==> config.mk <==
export PLATFORM = sky130hd
export DESIGN_NAME = mem_port_arbiter
export DESIGN_NICKNAME = d
export VERILOG_FILES = /design/src/rtl/mem_port_arbiter.sv
export SDC_FILE = /design/constraint.sdc
export NUM_CORES = 1
export LEC_CHECK = 0
export ABC_AREA = 0
export CELL_PAD_IN_SITES_DETAIL_PLACEMENT = 0
export CELL_PAD_IN_SITES_GLOBAL_PLACEMENT = 1
export CORE_ASPECT_RATIO = 0.75
export CORE_MARGIN = 1
export CORE_UTILIZATION = 36
export CTS_BUF_LIST = sky130_fd_sc_hd__clkbuf_4 sky130_fd_sc_hd__clkbuf_8
export DETAILED_ROUTE_END_ITERATION = 16
export GPL_ROUTABILITY_DRIVEN = 0
export GPL_TIMING_DRIVEN = 0
export PLACE_DENSITY = 0.87
export RECOVER_POWER = 100
export SKIP_LAST_GASP = 1
export SYNTH_ARGS = -nofsm -noshare
export SYNTH_HDL_FRONTEND = slang
export SYNTH_SLANG_ARGS = --single-unit
==> constraint.sdc <==
create_clock -name clk -period 4.8 [get_ports clk]
set_input_delay 0.96 -clock clk [delete_from_list [all_inputs] [get_ports clk]]
set_output_delay 0.96 -clock clk [all_outputs]
set_load 0.03 [all_outputs]
==> src/rtl/mem_port_arbiter.sv <==
// rtl/mem_port_arbiter.sv - fetch/data arbiter for one single-port synchronous RAM
// Optional perf counters are built when MEM_PORT_ARBITER_PERF_EN is defined.
module mem_port_arbiter #(
  parameter int XLEN            = 32,
  parameter int MEM_LATENCY     = 1,
  parameter int MAX_DATA_STREAK = 4
) (
  input  logic              clk,
  input  logic              reset,
  input  logic              if_req_valid,
  output logic              if_req_ready,
  input  logic [XLEN-1:0]   if_req_addr,
  output logic              if_rsp_valid,
  output logic [XLEN-1:0]   if_rsp_data,
  input  logic              d_req_valid,
  output logic              d_req_ready,
  input  logic [XLEN-1:0]   d_req_addr,
  input  logic              d_req_wen,
  input  logic [XLEN-1:0]   d_req_wdata,
  input  logic [XLEN/8-1:0] d_req_wstrb,
  output logic              d_rsp_valid,
  output logic [XLEN-1:0]   d_rsp_data,
  output logic              mem_en,
  output logic              mem_wen,
  output logic [XLEN-1:0]   mem_addr,
  output logic [XLEN-1:0]   mem_wdata,
  output logic [XLEN/8-1:0] mem_wstrb,
  input  logic [XLEN-1:0]   mem_rdata
`ifdef MEM_PORT_ARBITER_PERF_EN
  ,
  output logic [31:0]       perf_if_grants,
  output logic [31:0]       perf_d_grants,
  output logic [31:0]       perf_stall_cycles
`endif
);

  localparam logic [1:0] S_IDLE  = 2'd0;
  localparam logic [1:0] S_ISSUE = 2'd1;
  localparam logic [1:0] S_WAIT  = 2'd2;
  localparam logic [1:0] S_RESP  = 2'd3;

  localparam int SW = $clog2(MAX_DATA_STREAK + 1);
  localparam int SB = XLEN / 8;

  logic [1:0]      state;
  logic [SW-1:0]   streak;
  logic [3:0]      lat_cnt;
  logic [XLEN-1:0] addr_q;
  logic [XLEN-1:0] wdata_q;
  logic [SB-1:0]   wstrb_q;
  logic            wen_q;
  logic            id_d_q;

  logic idle;
  logic issue;
  logic streak_full;
  logic d_grant;
  logic if_grant;

  // Readies are gated by reset so every output is 0 while reset is held.
  assign idle        = reset && (state == S_IDLE);
  assign issue       = (state == S_ISSUE);
  assign streak_full = (streak == SW'(MAX_DATA_STREAK));
  assign d_grant     = idle && d_req_valid && (!if_req_valid || !streak_full);
  assign if_grant    = idle && if_req_valid && !d_grant;

  assign d_req_ready  = d_grant;
  assign if_req_ready = if_grant;

  assign mem_en    = issue;
  assign mem_wen   = issue && wen_q;
  assign mem_addr  = issue ? addr_q  : '0;
  assign mem_wdata = issue ? wdata_q : '0;
  assign mem_wstrb = issue ? wstrb_q : '0;

  assign if_rsp_valid = (state == S_RESP) && !id_d_q;
  assign d_rsp_valid  = (state == S_RESP) && id_d_q;

  always_ff @(posedge clk or negedge reset) begin
    if (!reset) begin
      state       <= S_IDLE;
      streak      <= '0;
      lat_cnt     <= '0;
      addr_q      <= '0;
      wdata_q     <= '0;
      wstrb_q     <= '0;
      wen_q       <= 1'b0;
      id_d_q      <= 1'b0;
      if_rsp_data <= '0;
      d_rsp_data  <= '0;
    end else begin
      case (state)
        S_IDLE: begin
          if (d_grant) begin
            addr_q  <= d_req_addr;
            wen_q   <= d_req_wen;
            wdata_q <= d_req_wdata;
            wstrb_q <= d_req_wstrb;
            id_d_q  <= 1'b1;
            state   <= S_ISSUE;
            if (if_req_valid && !streak_full)
              streak <= streak + 1'b1;
          end else if (if_grant) begin
            addr_q  <= if_req_addr;
            wen_q   <= 1'b0;
            wdata_q <= '0;
            wstrb_q <= '0;
            id_d_q  <= 1'b0;
            streak  <= '0;
            state   <= S_ISSUE;
          end
        end
        S_ISSUE: begin
          if (wen_q) begin
            d_rsp_data <= '0;
            state      <= S_RESP;
          end else begin
            lat_cnt <= 4'(MEM_LATENCY - 1);
            state   <= S_WAIT;
          end
        end
        S_WAIT: begin
          if (lat_cnt == 4'd0) begin
            if (id_d_q) d_rsp_data  <= mem_rdata;
            else        if_rsp_data <= mem_rdata;
            state <= S_RESP;
          end else begin
            lat_cnt <= lat_cnt - 4'd1;
          end
        end
        default: state <= S_IDLE;
      endcase
    end
  end

`ifdef MEM_PORT_ARBITER_PERF_EN
  logic stall;
  assign stall = (if_req_valid && !if_req_ready) || (d_req_valid && !d_req_ready);

  always_ff @(posedge clk or negedge reset) begin
    if (!reset) begin
      perf_if_grants    <= '0;
      perf_d_grants     <= '0;
      perf_stall_cycles <= '0;
    end else begin
      if (if_grant) perf_if_grants    <= perf_if_grants + 32'd1;
      if (d_grant)  perf_d_grants     <= perf_d_grants + 32'd1;
      if (stall)    perf_stall_cycles <= perf_stall_cycles + 32'd1;
    end
  end
`endif

endmodule

==> flow_summary.toml, run 1 <==
[layout]
areaGrowthSynthToFinish_pct = 50.1
multi_input_area_um2 = 2730
final_nets = 1022
fillers = 1635
regArea_um2 = 3580
design_area_um2 = 10000
antenna_cells = 0
drive_gt1_share_pct = 6.52
post-route-util_pct = 56.0

[clock_network]
clkSlewWorstSetupHoldPaths_ns = 0.08
cts_root_buf = "clkbuf_8"
clock_latency_ns = 0.44
cts_tree = "built"
cts_resized = 0
cts_buffer_depth = 2
cts.sinks = 143
cts_setup_buffers = 0
numCtsBuffers = 17
postCtsHoldBufs = 0
cts.htree.levels = 4

[synthesis]
syn-num-nets = 727
async_flop_share_pct = 100
yosys-top-cells-count = "dfrtp_1, and2_1, nand3_1, a22o_1, nand2_1"
synth_cell_types = 35
synth.top_cells.by_area = "dfrtp_1, and2_1, mux2_4, a22o_1, nand3_1"
yosysMostFrequentCell = "dfrtp_1"
avgSynthCellArea_um2 = 11.5
seq_area_frac_synth_pct = 53.5
ys_ff_latch = 143
synthFlopType = "dfrtp_1"
synth.top_cell.area_share_pct = 53.5
synth_warnings = 0
syn-cell-area_um2 = 6690
synth_cells = 582
synth_edf_count = 0
synth.largest_area_cell = "dfrtp_1"

[place]
placed_area_um2 = 9760
io_buffers = 274
hpwlAfterDp_um = 14400

[sta]
tightest_slew_ns = 2.57
setup_viol = 0
final-max-slew-violation-count = 48
period_share_pct = 92.2
fin_crit_ns = 4.42
clock.fmax_mhz = 226
skew_ns = 0.0152
rsz0062_at_grt = "false"
maxSlewHeadroom_pct = -71.1
finalHoldViolCount = 0
tns_ns = 0
hold_ws_ns = 0.470

[global_routing]
grt_pass1_vias = 5792
grt_pass1_wl_um = 31700
grt_max_degree = 95
overflow = 0
antenna_found_initial = 0
grt_usage_pct = 21.4

[detailed_routing]
ant_nets = 0
dr.pass1.iters = 5
vias = 5808
drcViolationCount = 0
via_per_inst = 5.13
drtIter0Drc = 319
wl_per_cell_um = 17.7
routed_wl_um = 20100

[die]
core_area_um2 = 17900
die_h_um = 120
start_util_pct = 37.3
die_x_um = 159
rows = 42
io_pins = 275
die_area_um2 = 19100

[pwr]
p_leak_uw = 0.00465
power_density_nw_per_um2 = 598
peakVddDrop_mv = 0.264

[worst_setup_path]
required_ns = 3.84
crit_path_max_fanout = 54
cp.arrival_ns = 3.46
crit_path_max_incr_delay_ns = 0.77
critPathKind = "input pin to output port"
end_kind = "output port"
slowest_stage = "dlygate4sd3_1"
worst-path-buf-inv = 4
crit_chain = "buf_6 -> buf_16 -> nand3_1 -> a21oi_2 -> buf_2 -> dlygate4sd3_1"
crit_path_start_kind = "input pin"
cpLargestDelayFamily = "buffers and inverters"
reg2regPathDepth = 6
cp.depth = 6

[min_path]
hold_path.class = "input pin to asynchronous set/reset pin"

[run_status]
violations = "capacitance limit, slew limit"
status = "complete, but fails checks"

[flow_run]
drv_cap = 1
## flip-flops by register name, summed over array words and instances (netlist names)
signal and count:
lat_cnt 4, wdata_q 32, id_d_q 1, d_rsp_data 32
if_rsp_data 32, addr_q 32, streak 3, state 2
wstrb_q 4, wen_q 1
## worst reg2reg max path: cells and delay by family, from the launching register on
family                     cells  cell delay (ns)
adders and majority gates      1             0.20
DFF                            1             0.42
muxes                          1             0.44
and+or+nand+nor                2             0.86
buffers and inverters          2             0.46
## cells by family after synthesis
group / synth area share [%]
buf+inv: 3.98
flops: 53.5
simple gates: 21.2
compound gates: 11.9
fa+ha+maj: 1.50
mux: 7.88
## cells in the final DEF, fill, tap and decap left out, types with 2 or more instances in the layout
master	instances
clkinv_4	2
buf_2	12
inv_1	8
bufinv_16	3
inv_6	2
ha_1	8
o31ai_1	3
clkinv_2	4
clkbuf_1	38
nand2_1	34
nor2_1	3
nand2b_1	4
mux2_1	27
clkbuf_8	18
a221o_1	32
nand3_1	66
o22ai_1	2
dfrtp_1	143
dlygate4sd3_1	139
mux2_4	3
and2_1	102
clkinvlp_4	2
clkdlybuf4s50_1	134
nand4_1	32
mux2i_1	2
nor2b_1	2
a22o_1	41
mux2_2	5
## metal layers
layer  wire length [µm]  track usage, %  vias to the layer above
met5                  0               0                        -
met4                303            6.97                        0
met3               1430            6.60                       19
met2               8840            31.9                      218
met1               9490            29.4                     2873
li1                   -               -                     2698
## through the flow
| stage | worst slack [ns] | total power (µW) | cells |
|---|---|---|---|
| detailed placement | 0.112 | 5330 | 1099 |
| global route | 0.160 | 6370 | 1132 |
| floorplan | 2.06 | 4040 | 582 |
| finish | 0.376 | 6000 | 1132 |
| global placement | -5.78 | 5280 | 1098 |
| CTS | 0.116 | 6380 | 1131 |
## power breakdown
group / internal [µW] / leakage, µW / switching (µW)
Sequential: 1690 / 0.00182 / 264
Combinational: 1230 / 0.00263 / 1790
Clock: 535 / 0.000210 / 490
Total: 3460 / 0.00465 / 2550
## path summary, 6_finish.rpt
check                           startpoint               to  slack, ns
setup / recovery                     reset     if_req_ready       0.38
hold / removal                       reset  if_rsp_data[13]       0.47
setup reg to reg                lat_cnt[0]  if_rsp_data[24]       2.31
hold reg to reg            if_rsp_data[18]  if_rsp_data[18]       0.49
max in group asynchronous            reset    d_rsp_data[7]       1.53
min in group clk           if_rsp_data[18]  if_rsp_data[18]       0.49
## area by class of cell
cell class              instances  share of cell area, %
repair buffers                276                   27.6
clock buffers                  19                   2.54
plain buffers                  50                   2.02
multi-input cells             381                   27.2
well taps                     242                   3.02
flip-flops and latches        143                   35.6
clock inverters                13                   1.60
inverters                       8                  0.299
Power figures use the tool's default switching activity.
==> run 2, diff against run 1 <==
CTS_CLUSTER_DIAMETER = 100   (was default)
==> results of run 2 <==
No change in the layout: final DEF, timing and power equal those of run 1.
